## src/rtl/keypad_pkg.sv

```systemverilog
// Shared types and key map for the 4x4 hex keypad scanner.
// Map index is 4*column + row, rows numbered top to bottom.
package keypad_pkg;

    typedef enum logic [1:0] {
        IDLE,
        DEB_PRESS,
        PRESSED,
        DEB_REL
    } kp_state_t;

    typedef enum {
        NONE,
        SINGLE,
        MULTI
    } scan_kind_t;

    // Entry 15 first: col3 = D,C,B,A ... col0 = 0,7,4,1
    localparam logic [15:0][3:0] KEYMAP = 64'hDCBA_E963_F852_0741;

    function automatic logic [3:0] key_code(input logic [3:0] idx);
        return KEYMAP[idx];
    endfunction

endpackage

```

## src/rtl/keypad_scan_decode.sv

```systemverilog
// Classifies a full 16-bit pressed map as no key, one key or several keys.
// For a single key also returns its hex code.
module keypad_scan_decode
    import keypad_pkg::*;
(
    input  logic [15:0] scan_vec,
    output scan_kind_t  kind,
    output logic [3:0]  code
);

    logic [4:0] ones;
    logic [3:0] idx;

    // Count pressed positions and remember the last one found
    always_comb begin
        ones = '0;
        idx  = '0;
        for (int i = 0; i < 16; i++) begin
            if (scan_vec[i]) begin
                ones = ones + 5'd1;
                idx  = 4'(i);
            end
        end
    end

    // Zero, one or rollover
    always_comb begin
        kind = NONE;
        if (ones == 5'd1)
            kind = SINGLE;
        else if (ones > 5'd1)
            kind = MULTI;
    end

    assign code = key_code(idx);

endmodule

```

## src/rtl/keypad_scanner.sv

```systemverilog
// Column-scanning 4x4 keypad reader with scan-level debounce.
// Each accepted key is shifted into a 32-bit entry register.
module keypad_scanner
    import keypad_pkg::*;
#(
    parameter int SCAN_DIV       = 50000,
    parameter int DEBOUNCE_SCANS = 4
) (
    input  logic        clock,
    input  logic        resetn,
    input  logic [3:0]  row,
    output logic [3:0]  col,
    input  logic        clear,
    output logic [3:0]  key,
    output logic        key_valid,
    output logic        key_held,
    output logic [31:0] value
);

    localparam int DW = $clog2(SCAN_DIV);
    localparam int CW = $clog2(DEBOUNCE_SCANS + 1);
    localparam logic [DW-1:0] DWELL_MAX = DW'(SCAN_DIV - 1);
    localparam logic [CW-1:0] DEB_N     = CW'(DEBOUNCE_SCANS);
    localparam logic [CW-1:0] CNT_ONE   = CW'(1);

    logic [3:0]    row_s1;
    logic [3:0]    row_s2;
    logic [DW-1:0] dwell;
    logic [1:0]    c;
    logic [15:0]   scan_vec;
    logic          scan_done;

    kp_state_t     state;
    kp_state_t     state_n;
    logic [3:0]    cand;
    logic [3:0]    cand_n;
    logic [CW-1:0] cnt;
    logic [CW-1:0] cnt_n;
    logic [CW-1:0] cnt_inc;
    logic          accept;

    scan_kind_t    kind;
    logic [3:0]    code;

    // Two-flop synchronizer for the asynchronous row lines
    always_ff @(posedge clock) begin
        if (!resetn) begin
            row_s1 <= 4'hF;
            row_s2 <= 4'hF;
        end else begin
            row_s1 <= row;
            row_s2 <= row_s1;
        end
    end

    // Column dwell timer; sample rows at the end of each column window
    always_ff @(posedge clock) begin
        if (!resetn) begin
            dwell     <= '0;
            c         <= '0;
            scan_vec  <= '0;
            scan_done <= 1'b0;
        end else begin
            scan_done <= 1'b0;
            if (dwell == DWELL_MAX) begin
                dwell                     <= '0;
                scan_vec[{c, 2'b00} +: 4] <= ~row_s2;
                c                         <= c + 2'd1;
                scan_done                 <= (c == 2'd3);
            end else begin
                dwell <= dwell + 1'b1;
            end
        end
    end

    assign col = ~(4'b0001 << c);

    keypad_scan_decode u_decode (
        .scan_vec (scan_vec),
        .kind     (kind),
        .code     (code)
    );

    assign cnt_inc = cnt + 1'b1;

    // Debounce state register
    always_ff @(posedge clock) begin
        if (!resetn) begin
            state <= IDLE;
            cand  <= '0;
            cnt   <= '0;
        end else begin
            state <= state_n;
            cand  <= cand_n;
            cnt   <= cnt_n;
        end
    end

    // Debounce transitions, only advanced once per completed scan
    always_comb begin
        state_n = state;
        cand_n  = cand;
        cnt_n   = cnt;
        accept  = 1'b0;
        if (scan_done) begin
            unique case (state)
                IDLE: begin
                    if (kind == SINGLE) begin
                        cand_n = code;
                        if (DEB_N == CNT_ONE) begin
                            accept  = 1'b1;
                            state_n = PRESSED;
                            cnt_n   = '0;
                        end else begin
                            cnt_n   = CNT_ONE;
                            state_n = DEB_PRESS;
                        end
                    end
                end
                DEB_PRESS: begin
                    if (kind == SINGLE && code == cand) begin
                        if (cnt_inc == DEB_N) begin
                            accept  = 1'b1;
                            state_n = PRESSED;
                            cnt_n   = '0;
                        end else begin
                            cnt_n = cnt_inc;
                        end
                    end else begin
                        state_n = IDLE;
                        cnt_n   = '0;
                    end
                end
                PRESSED: begin
                    if (kind == NONE) begin
                        if (DEB_N == CNT_ONE) begin
                            state_n = IDLE;
                            cnt_n   = '0;
                        end else begin
                            state_n = DEB_REL;
                            cnt_n   = CNT_ONE;
                        end
                    end
                end
                DEB_REL: begin
                    if (kind == NONE) begin
                        if (cnt_inc == DEB_N) begin
                            state_n = IDLE;
                            cnt_n   = '0;
                        end else begin
                            cnt_n = cnt_inc;
                        end
                    end else begin
                        state_n = PRESSED;
                        cnt_n   = '0;
                    end
                end
            endcase
        end
    end

    // Held flag follows the debounced press
    always_comb begin
        key_held = 1'b0;
        if (state == PRESSED || state == DEB_REL)
            key_held = 1'b1;
    end

    // Key output, strobe and entry shift register; clear beats a shift
    always_ff @(posedge clock) begin
        if (!resetn) begin
            key       <= '0;
            key_valid <= 1'b0;
            value     <= '0;
        end else begin
            key_valid <= accept;
            if (accept)
                key <= cand_n;
            if (clear)
                value <= '0;
            else if (accept)
                value <= {value[27:0], cand_n};
        end
    end

endmodule

```

## config.mk

```make
export PLATFORM = sky130hd
export DESIGN_NAME = keypad_scanner
export DESIGN_NICKNAME = d
export VERILOG_FILES = /design/src/rtl/keypad_pkg.sv /design/src/rtl/keypad_scan_decode.sv /design/src/rtl/keypad_scanner.sv
export SDC_FILE = /design/constraint.sdc
export NUM_CORES = 1
export LEC_CHECK = 0
export CORE_MARGIN = 5
export CORE_UTILIZATION = 55
export CTS_BUF_LIST = sky130_fd_sc_hd__clkbuf_16
export DETAILED_ROUTE_END_ITERATION = 10
export PLACE_DENSITY_LB_ADDON = 0.15
export SYNTH_ARGS = -nofsm -noshare
export SYNTH_HDL_FRONTEND = slang
export SYNTH_SLANG_ARGS = --single-unit
```

## constraint.sdc

```tcl
create_clock -name clock -period 14.8 [get_ports clock]
set_input_delay 1.48 -clock clock [delete_from_list [all_inputs] [get_ports clock]]
set_output_delay 1.48 -clock clock [all_outputs]
set_load 0.02 [all_outputs]
```

# After elaboration in Yosys (flattened, before gate mapping)
# Memories as Yosys holds them, arrays and structs flattened.
# Index checks and enable logic that the tools add are counted.
# word_totals
romBits	64
mem_count	1
output_inout_bits	42
in_bits	7
wordCells	118
reg_bits	89
# memory_table
memory	depth	word_bits	read_ports	rd_ports_with_merged_regs	write_ports	line	source
(no name shown)	16	4	1	0	0	keypad_pkg.sv:22	return KEYMAP[idx];
# op_classes
n_eq_ne	13
shifts	3
n_mux	56
magnitude_cmp	2
n_bitwise	3
n_addsub	19
reduce_logical	9
# op_table
op	n
2-to-1 mux 5 bit	15
adder 5 x 1 -> 5 bit (second input constant)	14
2-to-1 mux 4 bit	12
== test 32 x 2 -> 1 bit (second input constant)	1
logical NOT 32 bit	1
2-to-1 mux 32 bit	1
2-to-1 mux 3 bit	9
2-to-1 mux 2 bit	9
adder 16 x 1 -> 16 bit (second input constant)	1
bitwise mux 16 bit	1
== test 16 bit (second input constant)	1
variable shift 4 x 6 -> 16 bit (first input constant)	1
variable part select 4 x 6 -> 16 bit	1
case mux 3 bit (4 select lines)	1
inverter 4 bit	2
case mux 2 bit (4 select lines)	1
2-to-1 mux 1 bit	7
== test 2 bit (second input constant)	3
inequality test 3 bit (second input constant)	2
negation 4 -> 6 bit	1
== test 5 x 1 -> 1 bit (second input constant)	1
greater-than comparator 5 x 1 -> 1 bit (second input constant)	1
less-than comparator 4 x 5 -> 1 bit (second input constant)	1
AND reduction 5 bit	1
other kinds (15)	17

# Logic depth before layout (Yosys ltp)
# Gate-level depths: netlist of run 1.
# logic_depth
depth_word	39
mapped_depth	54
mapped_depth_nobuf	52

# By module
# From an unflattened synthesis of run 1, not the netlist that was laid out.
# hier_totals
hier_cells	750
hier_area_um2	6358.6
# modules_own_cells
module	area_each_um2	instances	seq_area_each_um2	cells_each
keypad_scanner	3676.0	1	1781.7	388
keypad_scan_decode	2682.6	1	0.0	362

# Worst setup path before layout of run 1
# No wires, ideal clock.
# synth_timing
path_type	reg2reg
start	register scan_vec[0]
end	register key[3]
path_buffers	3
setup_time_ps	115
t_required_ps	14685
synth_period_minus_slack_ps	9399
arrival_time_ps	9285
stages_incl_launch_ff	55
path_slack_ps	5401
path_cell_list	dfxtp_1 -> inv_1 -> ha_1 -> buf_2 -> xor2_1 -> ha_1 -> nand2_1 -> o31ai_1 -> ha_1 -> mux2_2 -> ha_1 -> nand2_1 -> o31ai_2 -> nor2_1 -> inv_1 -> ha_1 -> nand2b_1 -> o31ai_1 -> (+19 left out) -> mux2i_1 -> inv_1 -> ha_1 -> nand2_1 -> o21ai_0 -> ha_1 -> inv_1 -> a221oi_1 -> ha_1 -> xnor2_1 -> a31oi_1 -> nor2b_1 -> mux2i_1 -> or4_1 -> buf_2 -> buf_6 -> and2_0 -> o21a_1
# synth_via
elab_chain_cells	39
word_cells_on_any_way	43
classes_between	add/sub: 15; order compare: 1; eq/ne: 2; mux: 24; reduce/logical: 1
# synth_rtl
element	line	source
start, declared	keypad_scanner.sv:30	logic [15:0] scan_vec;
start signal, assigned by index	keypad_scanner.sv:67	scan_vec[{c, 2'b00} +: 4] <= ~row_s2;
2-to-1 mux 1 bit (*)	keypad_scan_decode.sv:19	if (scan_vec[i]) begin
adder 1 x 1 -> 2 bit	keypad_scan_decode.sv:20	ones = ones + 5'd1;
2-to-1 mux 5 bit (*)	keypad_scan_decode.sv:19	
adder 5 x 1 -> 5 bit	keypad_scan_decode.sv:20	
2-to-1 mux 5 bit (*)	keypad_scan_decode.sv:19	
adder 5 x 1 -> 5 bit	keypad_scan_decode.sv:20	
2-to-1 mux 5 bit (*)	keypad_scan_decode.sv:19	
adder 5 x 1 -> 5 bit	keypad_scan_decode.sv:20	
(+23 left out)	-	
greater-than comparator 5 x 1 -> 1 bit	keypad_scan_decode.sv:31	else if (ones > 5'd1)
2-to-1 mux 2 bit	keypad_scan_decode.sv:31	
2-to-1 mux 32 bit (*)	keypad_scan_decode.sv:29	if (ones == 5'd1)
== test 32 x 2 -> 1 bit (*)	keypad_scanner.sv:108, keypad_scanner.sv:121	
logical AND 1 bit	keypad_scanner.sv:121	if (kind == SINGLE && code == cand) begin
2-to-1 mux 1 bit	keypad_scanner.sv:121	
2-to-1 mux 1 bit	keypad_scanner.sv:106	unique case (state)
2-to-1 mux 1 bit	keypad_scanner.sv:105	if (scan_done) begin
end signal, assigned	keypad_scanner.sv:178	key <= cand_n;
end, declared	keypad_scanner.sv:14	output logic [3:0] key,
# Every way passes the cells marked *; elsewhere a longest branch is shown, timed or not.
# A chain may end at the register's enable or synchronous reset.

# Worst setup path in the final report of run 1
# layout_timing
start	register scan_vec[0]
end	register value[2]
# layout_via
elab_chain_cells	39
word_cells_on_any_way	43
classes_between	add/sub: 15; order compare: 1; eq/ne: 2; mux: 24; reduce/logical: 1
# layout_rtl
element	line	source
2-to-1 mux 1 bit (*)	keypad_scan_decode.sv:19	
adder 1 x 1 -> 2 bit	keypad_scan_decode.sv:20	
2-to-1 mux 5 bit (*)	keypad_scan_decode.sv:19	
adder 5 x 1 -> 5 bit	keypad_scan_decode.sv:20	
2-to-1 mux 5 bit (*)	keypad_scan_decode.sv:19	
adder 5 x 1 -> 5 bit	keypad_scan_decode.sv:20	
2-to-1 mux 5 bit (*)	keypad_scan_decode.sv:19	
adder 5 x 1 -> 5 bit	keypad_scan_decode.sv:20	
(+23 left out)	-	
greater-than comparator 5 x 1 -> 1 bit	keypad_scan_decode.sv:31	
2-to-1 mux 2 bit	keypad_scan_decode.sv:31	
2-to-1 mux 32 bit (*)	keypad_scan_decode.sv:29	
== test 32 x 2 -> 1 bit (*)	keypad_scanner.sv:108, keypad_scanner.sv:121	
logical AND 1 bit	keypad_scanner.sv:121	
2-to-1 mux 1 bit	keypad_scanner.sv:121	
2-to-1 mux 1 bit	keypad_scanner.sv:106	
2-to-1 mux 1 bit	keypad_scanner.sv:105	
end signal, assigned	keypad_scanner.sv:182	value <= {value[27:0], cand_n};
end, declared	keypad_scanner.sv:17	output logic [31:0] value
# Marks and branches as above.

==> summary.txt, run 1 <==
Run status
  • Outcome: finished clean

Worst setup path
  • CP delay by family, top: adder cells
  • R2r setup slk: 3840 ps
  • CP peak stage delay: 1160 ps
  • Data arrival, critical path: 11,200 ps
  • Reg2Reg Launch Point: scan_vec[0]
  • CP Buf/Inv Count: 6
  • Worst setup EP type: flip-flop
  • CP max FO: 43
  • WP data required: 15,040 ps
  • Worst Setup Path Type: flip-flop to flip-flop
  • Critical Path Most Common Cell: ha_1
  • Reg-to-reg endpoint: value[2]
  • Startpoint types: flip-flop
  • Slowest cell on the critical path: or4_2
  • FF-to-FF path depth: 51

Global routing
  • Vias in the first global route: 4,357
  • Antenna violations before repair: 0
  • Grt ovf: 0
  • Largest net degree at the start of global routing: 44
  • First-pass GRT wire length: 19.7 mm
  • Total GRT Usage: 20.1%

Synth
  • Syn Std Cell Area: 5450 um^2
  • Mapped Cells: 642
  • Syn_nets: 674
  • Ys Warns: 0
  • Ys async rst share: 0%
  • Count of state elements after synthesis: 89
  • Yosys cell types: 69
  • Seq/Total Area, Yosys: 32.7%
  • EDFF count, synth: 0
  • Synthesized area per cell: 8.50 um^2
  • Dominant synthesized flop cell: dfxtp_1

STA
  • Max frequency: 91.3 MHz
  • Setup violators final: 0
  • Fin crit period: 10,960 ps
  • Total negative setup slack: 0 ps
  • Final Hold Fails: 0
  • Period utilisation layout: 74.0%
  • Final Skew: 6.18 ps
  • RSZ-0062 raised after global routing: false
  • Slew HR: 21.2%
  • Final hold slack: 399 ps
  • Pins over their slew limit: 0
  • Worst-Margin Slew: 1180 ps

Floorplan
  • Core Area: 9730 um^2
  • Die X: 110 um
  • IO Pins: 49
  • Initial Utilization: 56.1%
  • Die H: 110 um
  • Die area: 12,000 um^2
  • Row cnt: 36

Pwr
  • VDD IR max: 0.0764 mV
  • Leak Pwr: 2.64 nW
  • Power Dens Cells: 85.3 nW/um^2
  • Power after layout: 0.541 mW

CTS
  • Clock-pin transition on the worst setup and hold timing paths: 60 ps
  • Root buffer cell: clkbuf_16
  • CTS tree: done
  • Num Clock Sinks: 89
  • Post-CTS Hold Fix Bufs: 0
  • Setup Fix Bufs, Post-CTS: 0
  • H-tree levels: 3
  • Clk buf depth: 2
  • Total CTS buffers: 9
  • Clock Latency Late Sink: 330 ps
  • Post-CTS sizing: 0

Hold path
  • WHS Path Cells: 1
  • Hold path endpoint: row_s2[3]
  • Worst hold path startpoint: row_s1[3]
  • HP Class: flip-flop to flip-flop

Placement
  • DP Cell Count: 793
  • Gpl congestion: 0.894
  • Port Buffers: 48
  • Post-DP HPWL: 8.13 mm

Final layout
  • Synthesis-to-finish area growth: 16.3%
  • Most frequent cells in the layout: 97 x nor2_1, 89 x dfxtp_1, 50 x nand2_1, 48 x clkdlybuf4s50_1, 37 x mux2i_1
  • Most common cell after layout, fill and taps aside: nor2_1
  • Util after Layout: 65.2%
  • Fin nets: 703
  • Inserted Diodes: 0
  • Post-route non-filler standard cell count: 809
  • Share of post-route cells with drive strength above 1: 6.07%

Routing
  • DRC Markers: 0
  • DR iter-0 viols: 225
  • Via count: 4,442
  • Wire per inst: 14.1 um
  • TritonRoute pass-1 iters: 4
  • Post-route ant nets: 0
  • Via/cell ratio: 5.49
  • DRT Wirelength: 11.4 mm

Flow run
  • Max-cap violation count: 0
==> cells by family (layout without fill, tap and decap cells) <==
logic type / count (synthesis) / in the layout / share of synthesized area [%]
buffers and inverters: 59 / 93 / 4.75
AND/OR/NAND/NOR: 267 / 267 / 23.5
multiplexers: 40 / 40 / 7.41
AO/OA/AOI/OAI: 90 / 90 / 11.1
adder cells (fa/ha/maj): 25 / 25 / 5.74
flip-flops: 89 / 89 / 32.7
XOR/XNOR: 72 / 72 / 14.8
==> area by class of cell <==
cell class | count | area, um^2
sequential | 89 | 1780
clock buffer | 9 | 225
inverter | 29 | 109
timing repair buffer | 48 | 480
clock inverter | 7 | 166
fill | 852 | 3390
multi-input combinational | 494 | 3410
tap | 133 | 166
==> cell usage after synthesis (3+ instances only) <==
master	n	area share [%]
nor2_1	97	6.7
nand2b_1	17	1.9
o21ai_0	9	0.83
nand2_1	50	3.4
ha_1	25	5.7
xnor3_2	3	1.3
nor4_1	5	0.57
nand3_1	17	1.6
mux2i_1	37	6.8
o211ai_1	4	0.55
or3_1	4	0.46
a31oi_1	4	0.46
dfxtp_1	89	33
buf_6	3	0.62
a21oi_1	34	3.1
o22ai_1	7	0.80
clkbuf_1	18	1.2
and3_1	5	0.57
buf_2	6	0.55
xnor2_1	34	5.5
nor2b_1	7	0.80
xnor2_2	4	1.2
inv_1	28	1.9
nand4_1	13	1.5
xnor3_1	4	1.7
o31ai_1	9	1.2
nor3_1	30	2.8
nand4b_1	3	0.48
xor2_1	23	3.7
==> report_power, final <==
part	internal (mW)	switching (mW)	leakage, nW	total [mW]
combinational	0.00272	0.00486	1.73	0.00758
sequential	0.241	0.00138	0.719	0.243
clock	0.199	0.0915	0.186	0.291
==> flip-flops by register name, summed over array words and instances, names as in the netlist <==
name,flops
dwell,16
scan_vec,16
cand,4
state,2
c,2
value,32
row_s2,4
key_valid,1
row_s1,4
cnt,3
key,4
scan_done,1
==> how the worst max path moves through the flow <==
stage                     start  endpoint  cells after the start
global route        scan_vec[1]  value[2]                     51
CTS                 scan_vec[0]  value[2]                     51
global placement    scan_vec[0]    key[2]                     51
detailed placement  scan_vec[1]  value[2]                     51
finish              scan_vec[0]  value[2]                     51
floorplan           scan_vec[0]    key[3]                     54
==> worst reg2reg max path, delay by kind of cell, from the launching register on <==
family          cells  cell delay [ps]
compound gates     14             2240
xor+xnor            2              300
fa+ha+maj          14             4320
buf+inv             6              390
flops               1              360
mux                 3              600
simple gates       12             2670
==> per-layer routing <==
metal  track usage [%]  part of all wire (%)  vias to the layer above  wire length, um
li1                  -                     -                     2276                -
met1              25.1                    46                     2068             5220
met2              34.3                    48                       88             5460
met5                 0                     0                        -                0
met3              4.99                   5.4                       10              615
met4              5.97                   1.1                        0              123
==> stage by stage <==
stage	instance area (um^2)	setup WS, ps
finish	6340	3840
global route	6340	2860
CTS	6340	3840
detailed placement	5950	3910
global placement	5950	4400
floorplan	5450	5400
No activity file was read; power rests on OpenSTA's default activity.
==> inputs of run 2 (changes only) <==
- CORE_UTILIZATION: 55 -> 53
- clock period: 14.8 -> 9.9 ns (I/O delays scaled with it)
==> summary.txt, run 2 (synthesis gave the netlist of run 1 again) <==
Final layout
  • Max FFs per register: 32
  • Most frequent cells in the layout: 95 x nor2_1, 86 x dfxtp_1, 48 x clkdlybuf4s50_1, 47 x nand2_1, 35 x mux2i_1
  • Inserted Diodes: 0
  • Final Cell Area: 6710 um^2
  • Fin nets: 725
  • Storage cell area: 1790 um^2
  • Post-route non-filler standard cell count: 833
  • Share of post-route cells with drive strength above 1: 12.6%
  • Reg with most FFs: value
  • Synthesis-to-finish area growth: 23.0%
  • Top Registers: value x32, dwell x16, scan_vec x16
  • FILL cells: 844
  • Multi-input logic area: 3590 um^2
  • Most common cell after layout, fill and taps aside: nor2_1

CTS
  • Post-CTS Hold Fix Bufs: 0
  • Total CTS buffers: 9
  • H-tree levels: 3
  • Root buffer cell: clkbuf_16
  • CTS tree: done
  • Num Clock Sinks: 89
  • Clk buf depth: 2
  • Clock Latency Late Sink: 330 ps
  • Clock-pin transition on the worst setup and hold timing paths: 60 ps

Worst setup path
  • R2r setup slk: 390 ps
  • Worst setup EP type: flip-flop
  • FF-to-FF path depth: 52
  • CP max FO: 5
  • CP peak stage delay: 540 ps
  • Worst Setup Path Type: flip-flop to flip-flop
  • Startpoint types: flip-flop
  • CP delay by family, top: adder cells
  • Reg-to-reg endpoint: value[0]
  • WP data required: 10,070 ps
  • Data arrival, critical path: 9680 ps
  • CP Buf/Inv Count: 8
  • Slowest cell on the critical path: or4_4
  • Reg2Reg Launch Point: scan_vec[0]

Placement
  • Cell Area, Placed: 6020 um^2
  • Gpl congestion: 0.826
  • Port Buffers: 48
  • DP Cell Count: 804
  • Post-DP HPWL: 8.36 mm

Floorplan
  • Row cnt: 37
  • Initial Utilization: 53.6%
  • Die H: 111 um
  • Core Area: 10,200 um^2
  • IO Pins: 49
  • Die area: 12,400 um^2
  • Die X: 111 um

STA
  • Final Hold Fails: 0
  • Worst-Margin Slew: 1160 ps
  • Fin crit period: 9510 ps
  • Setup violators final: 0
  • Period utilisation layout: 96.1%
  • Total negative setup slack: 0 ps
  • Pins over their slew limit: 0
  • Final Skew: 5.76 ps
  • Slew HR: 22.4%
  • Final hold slack: 403 ps
  • Max frequency: 105 MHz

Global routing
  • Total GRT Usage: 19.1%
  • First-pass GRT wire length: 20.4 mm
  • Grt ovf: 0
  • Vias in the first global route: 4,439
  • Antenna violations before repair: 0
  • Largest net degree at the start of global routing: 33

Hold path
  • WHS Path Cells: 1
  • HP Class: flip-flop to flip-flop
  • Hold path endpoint: row_s2[0]
  • Worst hold path startpoint: row_s1[0]

Routing
  • DRT Wirelength: 11.9 mm
  • DRC Markers: 0
  • Via count: 4,513
  • Wire per inst: 14.3 um
  • Via/cell ratio: 5.42
  • Post-route ant nets: 0
  • DR iter-0 viols: 260
  • TritonRoute pass-1 iters: 4

Pwr
  • Leak Pwr: 2.78 nW
  • Power after layout: 0.746 mW
  • VDD IR max: 0.113 mV
  • Power Dens Cells: 111 nW/um^2

Flow run
  • Max-cap violation count: 0

Run status
  • Outcome: finished clean
run 2: stage by stage:
step                      utilization (%)  setup WS [ps]
after floorplan                         -            501
after global placement               59.1            165
after detailed placement             59.1           -281
after CTS                            62.9            123
after global routing                 65.9           -169
final                                65.9            389
run 2: where the power goes:
group	total, mW	switching [mW]	leakage [nW]	internal (mW)
sequential	0.363	0.00205	0.721	0.361
combinational	0.0113	0.00724	1.89	0.00401
clock	0.372	0.130	0.169	0.242
total	0.746	0.139	2.78	0.607
run 2: worst reg2reg max path: cells and delay by family, from the launching register on:
family	cells	cell delay [ps]
AOI/OAI and AO/OA	14	1930
buffers and inverters	8	740
adders and majority gates	14	3950
DFF	1	340
xor gates and xnor gates	1	180
muxes	3	560
and+or+nand+nor	12	1610
run 2: what timing repair did:
| item | 4_1_cts | 5_1_grt |
|---|---|---|
| setup endpoints to repair | 41 | 46 |
| buffers inserted | 5 | 6 |
| gates cloned | 0 | 3 |
| pin swaps | 5 | 15 |
| resized for setup | 9 | 33 |
run 2: cell type report:
type,count,share of cell area [%]
Inverter,29,1.62
Clock buffer,9,3.36
Tap cell,136,2.54
Multi-Input combinational cell,494,53.6
Clock inverter,6,1.51
Timing Repair Buffer,70,10.8
Sequential cell,89,26.6
run 2: metal layers:
layer / vias up / part of all wire (%) / wire length, um / track usage [%]
li1: 2320 / - / - / -
met1: 2106 / 48 / 5670 / 25.0
met2: 77 / 47 / 5530 / 31.2
met3: 10 / 4.6 / 544 / 5.05
met4: 0 / 1.1 / 130 / 5.19
met5: - / 0 / 0 / 0
run 2: worst max-delay path by stage:
stage | start | endpoint | slack [ps] | cells past startpoint
final | scan_vec[0] | value[0] | 390 | 52
after global routing | scan_vec[0] | value[2] | -170 | 52
after CTS | scan_vec[0] | key[1] | 120 | 51
after detailed placement | scan_vec[0] | value[24] | -280 | 52
after global placement | scan_vec[0] | value[16] | 160 | 52
after floorplan | scan_vec[0] | key[3] | 500 | 54
==> inputs of run 3 (changes only) <==
- CORE_UTILIZATION: 53 -> 44
==> summary.txt, run 3 (synthesis gave the netlist of run 1 again) <==
Placement
  • Gpl congestion: 0.807
  • Post-DP HPWL: 8.45 mm
  • Port Buffers: 48
  • DP Cell Count: 837
  • Setup WS pre-CTS: -258 ps

Routing
  • Wire per inst: 13.8 um
  • DRT Wirelength: 11.9 mm
  • Via count: 4,491
  • TritonRoute pass-1 iters: 4
  • DR iter-0 viols: 185
  • Via/cell ratio: 5.20
  • Post-route ant nets: 0
  • DRC Markers: 0

Final layout
  • Most frequent cells in the layout: 95 x nor2_1, 87 x dfxtp_1, 48 x clkdlybuf4s50_1, 46 x nand2_1, 35 x mux2i_1
  • Inserted Diodes: 0
  • Post-route non-filler standard cell count: 863
  • Top Registers: value x32, dwell x16, scan_vec x16
  • Share of post-route cells with drive strength above 1: 12.7%
  • Max FFs per register: 32
  • Synthesis-to-finish area growth: 24.0%
  • FILL cells: 1,122
  • Reg with most FFs: value
  • Most common cell after layout, fill and taps aside: nor2_1
  • Fin nets: 723

STA
  • Worst setup margin: 461 ps
  • Fin crit period: 9440 ps
  • Max frequency: 106 MHz
  • Final Skew: 5.40 ps
  • Pins over their slew limit: 0
  • Period utilisation layout: 95.3%
  • Final hold slack: 405 ps
  • Worst-Margin Slew: 994 ps
  • Slew HR: 33.2%
  • Final Hold Fails: 0
  • Setup violators final: 0
  • Total negative setup slack: 0 ps

Hold path
  • Worst hold path startpoint: row_s1[2]
  • WHS Path Cells: 1
  • Hold path endpoint: row_s2[2]
  • HP Class: flip-flop to flip-flop

Worst setup path
  • CP max FO: 6
  • Critical Path Most Common Cell: ha_1
  • FF-to-FF path depth: 52
  • R2r setup slk: 460 ps
  • Worst Setup Path Type: flip-flop to flip-flop
  • Worst setup EP type: flip-flop
  • Data arrival, critical path: 9710 ps
  • WP data required: 10,170 ps
  • Reg2Reg Launch Point: scan_vec[0]
  • Startpoint types: flip-flop
  • Slowest cell on the critical path: or4_4
  • CP peak stage delay: 530 ps
  • Reg-to-reg endpoint: value[3]

Run status
  • Outcome: finished clean

Pwr
  • VDD IR max: 0.100 mV
  • Power Dens Cells: 115 nW/um^2
  • Leak Pwr: 2.76 nW

Floorplan
  • Die H: 121 um
  • Initial Utilization: 45.2%
  • IO Pins: 49
  • Row cnt: 40
  • Core Area: 12,100 um^2
  • Die area: 14,700 um^2
  • Die X: 121 um

CTS
  • Total CTS buffers: 9
  • H-tree levels: 3
  • Num Clock Sinks: 89
  • Clk buf depth: 2
  • Clock-pin transition on the worst setup and hold timing paths: 60 ps
  • CTS tree: done
  • Root buffer cell: clkbuf_16
  • Clock Latency Late Sink: 330 ps

Global routing
  • Largest net degree at the start of global routing: 31
  • Grt ovf: 0
  • First-pass GRT wire length: 19.7 mm
  • Antenna violations before repair: 0
  • Total GRT Usage: 16.1%
  • Vias in the first global route: 4,245

Flow run
  • Max-cap violation count: 0
[run 3: per-stage QoR]
| stage | utilization, % | instance area (um^2) | power, mW |
|---|---|---|---|
| floorplan | - | 5450 | 0.377 |
| global placement | 50.4 | 6080 | 0.382 |
| CTS | 53.8 | 6490 | 0.786 |
| detailed placement | 50.4 | 6080 | 0.382 |
| global route | 56.1 | 6760 | 0.807 |
| finish | 56.1 | 6760 | 0.776 |
[run 3: area by class of cell]
cell class / instances / area, um^2 / area share, %
Multi-Input combinational cell: 494 / 3600 / 53.3
Sequential cell: 89 / 1780 / 26.4
Timing Repair Buffer: 68 / 698 / 10.3
Tap cell: 168 / 210 / 3.11
Inverter: 29 / 109 / 1.61
Clock buffer: 9 / 225 / 3.33
Clock inverter: 6 / 131 / 1.94
[run 3: worst max-delay path by stage]
stage                 from   endpoint
2_1_floorplan  scan_vec[0]     key[3]
4_1_cts        scan_vec[0]  value[23]
6_report       scan_vec[0]   value[3]
3_3_place_gp   scan_vec[0]     key[3]
5_1_grt        scan_vec[1]   value[3]
3_5_place_dp   scan_vec[0]     key[1]
[run 3: critical path: cells and delay by family, from the launching register on]
family | cells | cell delay [ps]
AO/OA/AOI/OAI | 14 | 1810
XOR/XNOR | 2 | 260
adder cells (fa/ha/maj) | 14 | 4000
buffers and inverters | 7 | 650
flip-flops | 1 | 340
multiplexers | 3 | 610
AND/OR/NAND/NOR | 12 | 1690
[run 3: timing repair]
item / 4_1_cts / 5_1_grt
endpoints found under the setup margin: 39 / 46
setup buffers: 1 / 7
pin swaps: 2 / 15
hold buffers: 0 / 0
gates resized for setup: 5 / 35
hold endpoints to repair: 0 / 0
cloned: 1 / 2
[run 3: report_power, final]
| part | switching (mW) | internal [mW] |
|---|---|---|
| Combinational | 0.00711 | 0.00431 |
| Sequential | 0.00202 | 0.361 |
| Clock | 0.132 | 0.270 |
| Total | 0.141 | 0.635 |
[run 3: routing by layer]
metal  track usage (%)  wire length (um)
met4              4.20               126
met5                 0                 0
met3              4.85               577
met2              25.6              5490
met1              21.3              5740
